`config.mk`:
```
export PLATFORM = sky130hd
export DESIGN_NAME = serial_bit_feeder
export DESIGN_NICKNAME = d
export VERILOG_FILES = /design/src/rtl/serial_bit_feeder.sv
export SDC_FILE = /design/constraint.sdc
export NUM_CORES = 1
export LEC_CHECK = 0
export BUFFER_PORTS_ARGS = -buffer_cell sky130_fd_sc_hd__buf_4
export CAP_MARGIN = 20
export CORE_ASPECT_RATIO = 0.8
export CORE_MARGIN = 1.5
export CORE_UTILIZATION = 37
export DETAILED_ROUTE_END_ITERATION = 7
export SYNTH_ARGS = -nofsm -noshare
export SYNTH_HDL_FRONTEND = slang
export SYNTH_SLANG_ARGS = --single-unit
```
`constraint.sdc`:
```
create_clock -name clk -period 2.2 [get_ports clk]
set_clock_uncertainty 0.15 [all_clocks]
set_input_delay 0.11 -clock clk [delete_from_list [all_inputs] [get_ports clk]]
set_output_delay 0.11 -clock clk [all_outputs]
set_load 0.05 [all_outputs]
```
`src/rtl/serial_bit_feeder.sv`:
```
// Parallel-to-serial bit feeder for the sequence-detector input line.
// Optional even-parity trailer cycle when SERIAL_PARITY_EN is defined.
module serial_bit_feeder #(
    parameter int unsigned WIDTH     = 8,
    parameter bit          MSB_FIRST = 1'b1,
    parameter bit          IDLE_BIT  = 1'b0
) (
    input  logic             clk,
    input  logic             rst,
    input  logic [WIDTH-1:0] data_in,
    input  logic             load_valid,
    output logic             load_ready,
    input  logic             hold,
    output logic             out_bit,
    output logic             bit_valid,
    output logic             busy,
    output logic             frame_done
);

    localparam int unsigned   CW       = (WIDTH > 2) ? $clog2(WIDTH) : 1;
    localparam logic [CW-1:0] LAST_IDX = CW'(WIDTH - 1);

    typedef enum logic [1:0] {
        IDLE  = 2'd0,
        SHIFT = 2'd1,
        PAR   = 2'd2
    } state_t;

    state_t           state_q, state_d;
    logic [WIDTH-1:0] shreg_q, shreg_d;
    logic [CW-1:0]    cnt_q, cnt_d;
    logic             out_bit_q, out_bit_d;
    logic             bit_valid_q, bit_valid_d;
    logic             busy_q, busy_d;
`ifdef SERIAL_PARITY_EN
    logic             par_q, par_d;
`endif

    logic             last_bit;
    logic             accept;
    logic             go_idle;
    logic [WIDTH-1:0] shifted;
    logic             next_bit;
    logic             first_bit;

    // The register keeps the bit on out_bit at the shift-out end.
    always_comb begin
        if (MSB_FIRST) begin
            shifted   = shreg_q << 1;
            next_bit  = shreg_q[WIDTH-2];
            first_bit = data_in[WIDTH-1];
        end else begin
            shifted   = shreg_q >> 1;
            next_bit  = shreg_q[1];
            first_bit = data_in[0];
        end
    end

    always_comb begin
`ifdef SERIAL_PARITY_EN
        last_bit = (state_q == PAR);
`else
        last_bit = (state_q == SHIFT) && (cnt_q == LAST_IDX);
`endif
        load_ready = (state_q == IDLE) || (last_bit && !hold);
        accept     = load_valid && load_ready;
        // Gated by the live hold so a held final bit defers the pulse.
        frame_done = last_bit && !hold;
    end

    always_comb begin
        state_d     = state_q;
        shreg_d     = shreg_q;
        cnt_d       = cnt_q;
        out_bit_d   = out_bit_q;
        bit_valid_d = bit_valid_q;
        busy_d      = busy_q;
`ifdef SERIAL_PARITY_EN
        par_d       = par_q;
`endif
        go_idle     = 1'b0;

        unique case (state_q)
            IDLE: begin
                go_idle = 1'b0;
            end
            SHIFT: begin
                if (!hold) begin
                    if (cnt_q != LAST_IDX) begin
                        cnt_d     = cnt_q + 1'b1;
                        shreg_d   = shifted;
                        out_bit_d = next_bit;
                    end else begin
`ifdef SERIAL_PARITY_EN
                        state_d   = PAR;
                        out_bit_d = par_q;
`else
                        go_idle   = !accept;
`endif
                    end
                end
            end
            PAR: begin
                if (!hold) begin
                    go_idle = !accept;
                end
            end
            default: begin
                go_idle = 1'b1;
            end
        endcase

        if (go_idle) begin
            state_d     = IDLE;
            cnt_d       = '0;
            out_bit_d   = IDLE_BIT;
            bit_valid_d = 1'b0;
            busy_d      = 1'b0;
        end

        if (accept) begin
            state_d     = SHIFT;
            shreg_d     = data_in;
            cnt_d       = '0;
            out_bit_d   = first_bit;
            bit_valid_d = 1'b1;
            busy_d      = 1'b1;
`ifdef SERIAL_PARITY_EN
            par_d       = ^data_in;
`endif
        end
    end

    always_ff @(posedge clk) begin
        if (rst) begin
            state_q     <= IDLE;
            shreg_q     <= '0;
            cnt_q       <= '0;
            out_bit_q   <= IDLE_BIT;
            bit_valid_q <= 1'b0;
            busy_q      <= 1'b0;
`ifdef SERIAL_PARITY_EN
            par_q       <= 1'b0;
`endif
        end else begin
            state_q     <= state_d;
            shreg_q     <= shreg_d;
            cnt_q       <= cnt_d;
            out_bit_q   <= out_bit_d;
            bit_valid_q <= bit_valid_d;
            busy_q      <= busy_d;
`ifdef SERIAL_PARITY_EN
            par_q       <= par_d;
`endif
        end
    end

    assign out_bit   = out_bit_q;
    assign bit_valid = bit_valid_q;
    assign busy      = busy_q;

endmodule

```
# Yosys cells after proc, flatten, opt, wreduce, memory -nomap -nowiden
# Cells that the tools add are included.
# Widths: inputs -> output; s select.
dict set report totals {
  elab_cells 43
  out_inout_bits 5
  in_bits 12
  register_bits 13
}
dict set report classes {
  addsub 1
  muxes 16
  n_eq_ne 4
  n_reduce_logical 16
  bitwise_logic 1
}
# operator n
set op_table {}
lappend op_table {{$mux 7} 4}
lappend op_table {{$mux 1} 11}
lappend op_table {{$reduce_and 3->1} 3}
lappend op_table {{$reduce_bool 2->1} 3}
lappend op_table {{$reduce_bool 3->1} 2}
lappend op_table {{$add 3x1->3 const B} 1}
lappend op_table {{$eq 3x3->1 const B} 1}
lappend op_table {{$logic_and 1x1->1} 3}
lappend op_table {{$ne 3x1->1 const B} 1}
lappend op_table {{$ne 3x3->1 const B} 1}
lappend op_table {{$reduce_or 3->1} 1}
lappend op_table {{$logic_not 1->1} 2}
lappend op_table {{$logic_not 2->1} 1}
lappend op_table {{$ne 2x1->1 const B} 1}
lappend op_table {{$pmux 1 s2} 1}
lappend op_table {{$logic_or 1x1->1} 1}
lappend op_table {{$not 1->1} 1}

# Depth between registers and ports, before layout
dict set report depth {
  ltp_word 11
  depth_mapped 7
}

# Least setup slack after synthesis
# OpenSTA, ideal clock, no wires.
dict set report synth_path {
  path_type {register to register}
  from {reg state_q[0]}
  to {reg shreg_q[1]}
  arrival_ps 1641
  n_path_buf 0
  period_less_slack_ps 1922
  setup_slack_ps 278
  stages_incl_launch_ff 4
  path_cell_list {dfxtp_1 -> nand2_1 -> a32oi_1 -> a21oi_1}
}
dict set report synth_via {
  elab_chain_len 6
  elab_cells_between_ends 10
}
# item line_no
set synth_lines {}
lappend synth_lines {{start: declaration} 29} ;# state_t state_q, state_d;
lappend synth_lines {{start signal: assignment} 146} ;# state_q <= state_d;
lappend synth_lines {{$logic_and 1x1->1} 63} ;# last_bit = (state_q == SHIFT) && (cnt_q == LAST_IDX);
lappend synth_lines {{$logic_and 1x1->1} 65} ;# load_ready = (state_q == IDLE) || (last_bit && !hold);
lappend synth_lines {{$logic_or 1x1->1 *} 65}
lappend synth_lines {{named net load_ready} 12} ;# output logic load_ready,
lappend synth_lines {{$logic_and 1x1->1 *} 66} ;# accept = load_valid && load_ready;
lappend synth_lines {{$ne 2x1->1 (no line) or $reduce_bool 2->1 (tied branches)} n/a}
lappend synth_lines {{$reduce_and 3->1 (no line)} n/a}
lappend synth_lines {{end signal: assignment} 147} ;# shreg_q <= shreg_d;
lappend synth_lines {{end: declaration} 30} ;# logic [WIDTH-1:0] shreg_q, shreg_d;
# Mark *: on every way through the listed nets, which the timed path passes. The rest lies on a longest branch.
# A chain may end at the register's enable or synchronous reset.

# Worst setup path after layout
dict set report layout_path {
  from {reg cnt_q[0]}
  to {out load_ready}
}
dict set report layout_via {
  elab_chain_len 4
}
# item line_no
set layout_lines {}
lappend layout_lines {{start: declaration} 31} ;# logic [CW-1:0] cnt_q, cnt_d;
lappend layout_lines {{start signal: assignment} 148} ;# cnt_q <= cnt_d;
lappend layout_lines {{$eq 3x3->1} 63}
lappend layout_lines {{$logic_and 1x1->1} 63}
lappend layout_lines {{$logic_and 1x1->1} 65}
lappend layout_lines {{$logic_or 1x1->1} 65}
lappend layout_lines {{end: declaration} 12}
# Every way passes these cells.

==> metrics.txt <==
Register Area=240 um2; pwr/cell area=611 nW/um2; worst min-delay path category=in2reg; highest routing layer actually used=met4; vias per cell=5.09; commonest non-fill, non-tap cell in the layout=buf_4; grt total ovfl=0; first-pass iteration count of the detailed router=4; Resized Gates After CTS=0; synth unique cells=25; M1 wire length=680 um; post-synthesis average cell area=8.79 um2; measured slew at the worst slew-check pin=0.394 ns; Mapped Cells=72; Antenna Nets Post-Route=0; DP HPWL=983 um; endpoints failing hold=0; worst skew pair latency=0.28 ns; Final Slew Violations=0; Final Setup Violations=0; Max clock buf depth=2; met3 wire length=85 um; MaxCap Viol Count=0; core area=1610 um2; initial antenna violation count=0; clock root buffer=clkbuf_4; vias in the first global route=471; status=completed; Synth Register Bits=12; Initial DRC Count=4; I/O Buffers=16; slowest stage cell, crit path=ha_1; ratio of cells with drive above 1 in the final layout=0.245; cts bufs inserted=3; Most used DFF post-synth=dfxtp_1; chip height=40 um; critical path class=reg2out; DRC viols=0; clock sink total=12; EDFF count, synth=0; diode count=0; VDD IR max=452 uV; fin crit period=1.88 ns; cell chain of the critical path=ha_1 > ha_1 > nand2b_1 > nand2_1 > buf_4; Critical Path Max Stage Delay=0.38 ns; first-pass GRT wire length=2100 um; setup TNS=0 ns; starting density of the core=0.393; critical path fanouts, max=10; Netlist Area Pre-Place=633 um2; Cells after DPL=106; die footprint=1970 um2; Die W=49.2 um; slew margin rel.=0.737; crit share post-route=0.855; largest net degree at the start of global routing=11; vias post-DR=591; Yosys warning total=0; GP Congestion=0.746; # nets final=109; final std cells w/o fill=116; crit end category=output port; H-tree Lvls=1; register area share after synthesis=0.379; Synth-to-Final Area Change=35.4%; clock transition at the registers of the reported paths=0.07 ns; most frequent cells in the layout=buf_4 (16), dfxtp_1 (12), nor2_1 (9); pre-CTS setup slack=0.364 ns; Layout fillers=173; Row Count=13; net count after synthesis=86; async set-reset flop share out of synthesis=0; cell repeated most along the worst path=ha_1; worst setup margin=0.319 ns; Ports=17; Worst EP arrival=1.62 ns; Peak Freq=0.532 GHz; P_leak=0.357 nW; multi-input logic area=354 um2; RSZ-0062 raised after global routing=false; Required @ worst endpoint=1.94 ns; total design power=524 uW; CTS tree=done; startpoint types=flop; WL met2=576 um; All-Layer GR Usage=0.150; WL per Instance=11.7 um; final WL=1360 um
==> cells in the mapped netlist (2+ instances only) <==
master | number | area, um2
ha_1 | 2 | 25.0
o21ai_0 | 2 | 10.0
dfxtp_1 | 12 | 240
mux2i_1 | 6 | 60.1
nand3b_1 | 4 | 30.0
clkbuf_1 | 2 | 7.51
a21oi_1 | 6 | 30.0
nand2_1 | 3 | 11.3
nand3_1 | 2 | 10.0
nand2b_1 | 3 | 18.8
a211oi_1 | 3 | 22.5
nor2_1 | 9 | 33.8
inv_1 | 4 | 15.0
a221oi_1 | 3 | 26.3
==> per-stage QoR <==
step | util | cell area (um2) | hold WS (ns)
floorplan | - | 633 | 0.0917
CTS | 0.532 | 857 | 0.0198
global route | 0.532 | 857 | 0.0218
finish | 0.532 | 857 | 0.0341
detailed placement | 0.472 | 761 | 0.190
global placement | 0.472 | 761 | 0.193
==> timing repair <==
item                                   in CTS  in global routing
setup endpoints to repair                   0                  0
endpoints found under the hold margin       9                  0
hold buffers                                6                  0
buffers inserted                            0                  0
==> final cells by class <==
class                   instances  area share
well taps                      22      0.0321
flip-flops and latches         12       0.280
repair buffers                 22       0.210
clock buffers                   4      0.0423
inverters                       5      0.0219
multi-input cells              51       0.413
==> routing by layer <==
metal | up-vias | track usage
met5 | - | 0
met3 | 2 | 0.0560
met4 | 0 | 0.0857
met2 | 20 | 0.213
met1 | 271 | 0.197
li1 | 298 | -
==> sequential cells by signal, indices dropped and copies added, names as in the netlist <==
| register | flops |
|---|---|
| cnt_q | 3 |
| out_bit | 1 |
| shreg_q | 7 |
| state_q | 1 |
==> final timing paths <==
path,end,depth (start not counted),from,slack [ns]
max,load_ready,5,cnt_q[0]$_SDFFE_PP0P_,0.32
min,shreg_q[0]$_SDFFE_PP0P_,3,hold,0.03
max reg2reg,shreg_q[0]$_SDFFE_PP0P_,5,cnt_q[0]$_SDFFE_PP0P_,0.35
min reg2reg,shreg_q[0]$_SDFFE_PP0P_,2,shreg_q[0]$_SDFFE_PP0P_,0.33
==> power breakdown <==
part	internal [mW]	total (mW)	switching, mW
combinational	0.0501	0.107	0.0568
sequential	0.231	0.241	0.0101
clock	0.101	0.177	0.0761
total	0.381	0.524	0.143
==> worst max-delay path, delay by kind of cell, from the launching register on <==
kind	cells	cell delay (ns)
buffers and inverters	1	0.21
adders and majority gates	2	0.53
DFF	1	0.35
and+or+nand+nor	2	0.25
==> cells by family (layout without fill, tap and decap cells) <==
family | count (synthesis) | count (layout) | synth area share
and+or+nand+nor | 23 | 23 | 0.200
AOI/OAI and AO/OA | 17 | 17 | 0.176
DFF | 12 | 12 | 0.379
buffers and inverters | 9 | 31 | 0.0613
muxes | 8 | 8 | 0.130
adders and majority gates | 2 | 2 | 0.0395
xor gates and xnor gates | 1 | 1 | 0.0138
(Power assumes the default switching activity.)
